## config.mk

```make
export PLATFORM = sky130hd
export DESIGN_NAME = multiplicador_param_flat
export DESIGN_NICKNAME = d
export VERILOG_FILES = /design/src/rtl/multiplicador_param_pkg.sv /design/src/rtl/multiplicador_param_if.sv /design/src/rtl/multiplicador_param_fsm.sv /design/src/rtl/multiplicador_param.sv /design/src/flat_wrapper.sv
export SDC_FILE = /design/constraint.sdc
export NUM_CORES = 1
export LEC_CHECK = 0
export BUFFER_PORTS_ARGS = -buffer_cell sky130_fd_sc_hd__buf_4
export CORE_MARGIN = 2
export CORE_UTILIZATION = 45
export CTS_BUF_LIST = sky130_fd_sc_hd__clkbuf_8
export DETAILED_ROUTE_END_ITERATION = 8
export PLACE_DENSITY = 0.71
export SLEW_MARGIN = 5
export SYNTH_ARGS = -nofsm -noshare
export SYNTH_HDL_FRONTEND = slang
export SYNTH_SLANG_ARGS = --single-unit
```

## constraint.sdc

```tcl
create_clock -name clk -period 7.65 [get_ports clk]
set_input_delay 0.765 -clock clk [delete_from_list [all_inputs] [get_ports clk]]
set_output_delay 0.765 -clock clk [all_outputs]
set_load 0.05 [all_outputs]
```

## src/rtl/multiplicador_param_pkg.sv

```systemverilog
// Shared types and defaults for the parametrised shift-add multiplier.
package mult_pkg;

    localparam int MULT_WIDTH_DEF = 8;

    typedef enum logic [1:0] {
        IDLE = 2'd0,
        CALC = 2'd1,
        DONE = 2'd2
    } mult_state_t;

endpackage

```

## src/rtl/multiplicador_param_if.sv

```systemverilog
// Start/busy handshake and operand/result bus of the multiplier.
// Carries signed_mode only when MULT_SIGNED_EN is defined.
interface multiplicador_param_if
    import mult_pkg::*;
#(
    parameter int WIDTH = MULT_WIDTH_DEF
);

    logic                 start;
    logic [WIDTH-1:0]     P;
    logic [WIDTH-1:0]     Q;
`ifdef MULT_SIGNED_EN
    logic                 signed_mode;
`endif
    logic                 busy;
    logic                 done;
    logic [2*WIDTH-1:0]   M;

`ifdef MULT_SIGNED_EN
    modport master (output start, P, Q, signed_mode, input busy, done, M);
    modport slave  (input start, P, Q, signed_mode, output busy, done, M);
`else
    modport master (output start, P, Q, input busy, done, M);
    modport slave  (input start, P, Q, output busy, done, M);
`endif

endinterface

```

## src/rtl/multiplicador_param_fsm.sv

```systemverilog
// Control for the multiplier: state register, iteration counter and the
// busy/done decode plus datapath strobes (load, calc, last iteration).
module multiplicador_fsm
    import mult_pkg::*;
#(
    parameter int WIDTH = MULT_WIDTH_DEF
) (
    input  logic clk,
    input  logic rst,
    input  logic start,
    output logic load,
    output logic calc,
    output logic last,
    output logic busy,
    output logic done
);

    localparam int CNT_W = $clog2(WIDTH + 1);

    mult_state_t      state, state_next;
    logic [CNT_W-1:0] cnt, cnt_next;

    always_ff @(posedge clk) begin
        if (rst) begin
            state <= IDLE;
            cnt   <= '0;
        end else begin
            state <= state_next;
            cnt   <= cnt_next;
        end
    end

    always_comb begin
        state_next = state;
        cnt_next   = cnt;
        load       = 1'b0;
        calc       = 1'b0;
        last       = 1'b0;
        case (state)
            IDLE, DONE: begin
                // DONE accepts a new request exactly like IDLE
                if (start) begin
                    load       = 1'b1;
                    cnt_next   = '0;
                    state_next = CALC;
                end else begin
                    state_next = IDLE;
                end
            end
            CALC: begin
                calc     = 1'b1;
                cnt_next = cnt + 1'b1;
                if (cnt == CNT_W'(WIDTH - 1)) begin
                    last       = 1'b1;
                    cnt_next   = '0;
                    state_next = DONE;
                end
            end
            default: state_next = IDLE;
        endcase
    end

    assign busy = (state == CALC);
    assign done = (state == DONE);

endmodule

```

## src/rtl/multiplicador_param.sv

```systemverilog
// Sequential shift-add multiplier, one iteration per cycle, WIDTH cycles.
// Define MULT_SIGNED_EN to add two's-complement operation via signed_mode.
module multiplicador_param
    import mult_pkg::*;
#(
    parameter int WIDTH = MULT_WIDTH_DEF
) (
    input  logic                 clk,
    input  logic                 rst,
    multiplicador_param_if.slave bus
);

    logic               load, calc, last;
    logic [WIDTH-1:0]   mag_p, mag_q;
    logic [WIDTH-1:0]   mplier;
    logic [2*WIDTH-1:0] mcand, acc, sum, result, m_q;

    multiplicador_fsm #(.WIDTH(WIDTH)) u_fsm (
        .clk   (clk),
        .rst   (rst),
        .start (bus.start),
        .load  (load),
        .calc  (calc),
        .last  (last),
        .busy  (bus.busy),
        .done  (bus.done)
    );

`ifdef MULT_SIGNED_EN
    logic neg, neg_in;

    // Magnitudes are WIDTH-bit unsigned, so the most negative value is exact.
    always_comb begin
        mag_p  = (bus.signed_mode && bus.P[WIDTH-1]) ? (~bus.P + 1'b1) : bus.P;
        mag_q  = (bus.signed_mode && bus.Q[WIDTH-1]) ? (~bus.Q + 1'b1) : bus.Q;
        neg_in = bus.signed_mode && (bus.P[WIDTH-1] ^ bus.Q[WIDTH-1]);
    end

    always_ff @(posedge clk) begin
        if (rst)       neg <= 1'b0;
        else if (load) neg <= neg_in;
    end
`else
    always_comb begin
        mag_p = bus.P;
        mag_q = bus.Q;
    end
`endif

    always_comb begin
        sum = acc + (mplier[0] ? mcand : '0);
`ifdef MULT_SIGNED_EN
        result = neg ? (~sum + 1'b1) : sum;
`else
        result = sum;
`endif
    end

    always_ff @(posedge clk) begin
        if (rst) begin
            acc    <= '0;
            mcand  <= '0;
            mplier <= '0;
            m_q    <= '0;
        end else if (load) begin
            acc    <= '0;
            mcand  <= {{WIDTH{1'b0}}, mag_p};
            mplier <= mag_q;
        end else if (calc) begin
            acc    <= sum;
            mcand  <= mcand << 1;
            mplier <= mplier >> 1;
            if (last) m_q <= result;
        end
    end

    assign bus.M = m_q;

endmodule

```

## src/flat_wrapper.sv

```systemverilog
// flat-port wrapper written by rule: the top's interface ports become plain ports
module multiplicador_param_flat import mult_pkg::*;
#(
    parameter int WIDTH = MULT_WIDTH_DEF
)
  (clk, rst, bus_start, bus_P, bus_Q, bus_busy, bus_done, bus_M);
  multiplicador_param_if #(.WIDTH(WIDTH)) bus_i ();
  input  logic clk;
  input  logic rst;
  input wire logic [$bits(bus_i.start)-1:0] bus_start;
  input wire logic [$bits(bus_i.P)-1:0] bus_P;
  input wire logic [$bits(bus_i.Q)-1:0] bus_Q;
  output wire logic [$bits(bus_i.busy)-1:0] bus_busy;
  output wire logic [$bits(bus_i.done)-1:0] bus_done;
  output wire logic [$bits(bus_i.M)-1:0] bus_M;
  assign bus_i.start = bus_start;
  assign bus_i.P = bus_P;
  assign bus_i.Q = bus_Q;
  assign bus_busy = bus_i.busy;
  assign bus_done = bus_i.done;
  assign bus_M = bus_i.M;
  multiplicador_param #(.WIDTH(WIDTH)) u_core (.clk(clk), .rst(rst), .bus(bus_i));
endmodule
```

==> qor.yml <==
synth:
  syn-cell-area_um2: 3204
  avgSynthCellArea_um2: 7.931
  synth.distinct_cells: 46
  async_reset_ff_frac: 0
  synth_area_leader_cell: "dfxtp_1"
  yosys.area_share.xor_xnor: 0.03280
  synth_top_family_by_area: "compound AO/OA/AOI/OAI gates"
  synth_compound_gate_area_share: 0.2355
  post-synth-top-area-fraction: 0.3873
  seq_area_frac_synth: 0.3873
  yosys.cell_count.top_type: "nand2_1"
  synthSimpleGateAreaFrac: 0.2226
  synthAdderAreaFrac: 0.06872
  yosysWarnings: 0
  synth_edf_count: 0
  syn_inst: 404
  synth.area.top_cells: "dfxtp_1, a21oi_1, nand2_1"
  synthFlopType: "dfxtp_1"
  synth.area.mux_share: 0
  syn_nets: 440
  ys_ff_latch: 62
  ys_top_cells_by_count: "nand2_1, dfxtp_1, a21oi_1"
global_route:
  gr-total-overflow: 0
  grt_util_met1: 0.3211
  antenna_found_initial: 0
  grt_pass1_wl_um: 13050
  grt_pass1_vias: 2612
  globalRouteMet3Util: 0.06250
  gr-max-usage-layer: "met1"
  grt_max_degree: 47
  grtUsageMet2: 0.3103
  track_usage: 0.2170
timing:
  tns_ps: 0
  slew_viol_final: 0
  maxSlewHeadroom: 0.1861
  fin_skew_ps: 9.789
  max_freq_mhz: 380.9
  layout_setup_ws_ps: 5025
  rsz0062_at_grt: "false"
  min_period_ps: 2625
  report.final.hold_viol_count: 0
  finalCritPeriodShare: 0.3431
  tightest_slew_ps: 1216
  finalSetupViolations: 0
worst_setup_path:
  crit_chain: "and2_1, ha_1, and3_2, and2_1, a221o_1, or3_1, nand3_1, a21oi_1"
  rr_startpoint: "u_core.mplier[0]$_SDFFE_PP0P_"
  critical_path_class: "reg2reg"
  path_buf_inv: 0
  critPathMaxStageDelay_ps: 610
  cpMostUsedCell: "and2_1"
  crit_fanout: 17
  crit_path_top_delay_cell: "dfxtp_1"
  r2r_slack_ps: 5020
  critPathArrivalTime_ps: 2850
  reg2reg_to: "u_core.acc[14]$_SDFFE_PP0P_"
  startpoint_type: "register"
  endpoint_kind: "register"
  required_ps: 7870
  crit_family: "simple AND/OR/NAND/NOR gates"
  reg2reg_depth: 8
place:
  portBuffers: 36
  hpwlAfterDp_um: 5438
  place_congestion: 0.8491
  numPlacedInstances: 511
  post-place-ws_ps: 5028
floorplan:
  coreArea_um2: 6832
  rows: 30
  die_area_um2: 7812
  die_y_um: 88.39
  dieWidth_um: 88.39
  start_util: 0.4690
  ioPinCount: 37
routing:
  viasPerCell: 5.486
  vias: 2891
  wl_um: 7755
  wl_per_cell_um: 14.72
  dr.pass1.iters: 5
  drt_iter0_drc: 163
  drc: 0
  detail-route-antenna-nets: 0
final_layout:
  layout-drive-gt1-share: 0.1323
  area_delta_synth_final_pct: 13.51
  fillers: 679
  nNetsFinal: 462
  utilization: 0.5324
  insertedDiodeCount: 0
  layout.cells.non_filler: 527
clocking:
  cts_setup_buffers: 0
  holdBufCountCts: 0
  ctsResizeCount: 0
  cts-root-buf: "clkbuf_8"
  clock_path_buffers: 2
  htreeDepth: 3
  cts_buffers: 9
  cts_sinks: 62
  cts_tree: "done"
  clk_pin_slew_ps: 70
  clk_latency_ps: 350
min_path:
  min_to: "u_core.bus.M[7]$_SDFFE_PP0P_"
  min-delay-start: "u_core.bus.M[7]$_SDFFE_PP0P_"
  hold_class: "reg2reg"
  whs_path_depth: 2
run:
  maxCapViolations: 0
power_and_ir_drop:
  power_density_nw_per_um2: 176.4
  p_leak_nw: 1.445
  peakVddDrop_v: 0.0001580
status:
  status: "finished clean"
[layout make-up]
| class | instances | area, um^2 | share of cell area |
|---|---|---|---|
| repair buffers | 40 | 300.3 | 0.08256 |
| inverters | 4 | 15.01 | 0.004128 |
| multi-input cells | 309 | 1793 | 0.4929 |
| clock buffers | 10 | 137.6 | 0.03784 |
| well taps | 96 | 120.1 | 0.03302 |
| flip-flops and latches | 62 | 1241 | 0.3412 |
| clock inverters | 6 | 30.03 | 0.008256 |
[registers in the layout (all words and copies together) (netlist names)]
register	count
u_core.u_fsm.cnt	4
u_core.u_fsm.state	2
u_core.mplier	8
u_core.bus.M	16
u_core.acc	16
u_core.mcand	16
[cell families after synthesis]
family / count (synthesis)
AOI/OAI and AO/OA: 126
and+or+nand+nor: 154
xor gates and xnor gates: 12
buffers and inverters: 33
adders and majority gates: 17
DFF: 62
[layer usage]
metal  share of wire  wire, um  vias up
li1                -         -     1468
met3           0.057       443       13
met5               0         0        -
met1            0.50      3885     1338
met2            0.43      3318       72
met4           0.014       107        0
[how the worst max path moves through the flow]
stage	end	cells past startpoint	slack (ps)	from
finish	u_core.acc[14]$_SDFFE_PP0P_	8	5020	u_core.mplier[0]$_SDFFE_PP0P_
global route	u_core.bus.M[15]$_SDFFE_PP0P_	8	4740	u_core.mplier[0]$_SDFFE_PP0P_
CTS	u_core.acc[14]$_SDFFE_PP0P_	8	5010	u_core.mplier[0]$_SDFFE_PP0P_
detailed placement	u_core.u_fsm.cnt[3]$_SDFFE_PP0P_	6	5030	bus_start
global placement	u_core.u_fsm.cnt[3]$_SDFFE_PP0P_	6	5020	bus_start
floorplan	u_core.acc[14]$_SDFFE_PP0P_	10	5250	u_core.mplier[0]$_SDFFE_PP0P_
[worst register-to-register path: cells and delay by family (launching register included)]
family	cells	cell delay, ps
AND/OR/NAND/NOR	5	1160
flip-flops	1	610
AO/OA/AOI/OAI	2	410
adder cells (fa/ha/maj)	1	340
[through the flow]
stage / power [W] / cell area [um^2] / hold WS, ps
after floorplan: 0.0003840 / 3204 / 436.2
after global placement: 0.0004010 / 3470 / 443.0
after detailed placement: 0.0004020 / 3470 / 446.9
after CTS: 0.0006474 / 3637 / 456.3
after global routing: 0.0006685 / 3637 / 473.3
final: 0.0006418 / 3637 / 454.2
[cells in the final DEF (no fill, tap or decap), types with 11 or more instances in the layout]
cell type and n:
buf_4 40, nand2_1 78, dfxtp_1 62, a21oi_1 60, nor2_1 22, a22oi_1 17
and2_1 16, nand3_1 11, ha_1 16, o21ai_0 20
[power breakdown]
part           leakage [nW]  switching (W)  internal (W)
clock                0.0944       0.000125      0.000122
combinational         0.848      0.0000367     0.0000196
sequential            0.503     0.00000733      0.000331
total                  1.45       0.000169      0.000473
Note: power is estimated with default switching activity, not from simulation.
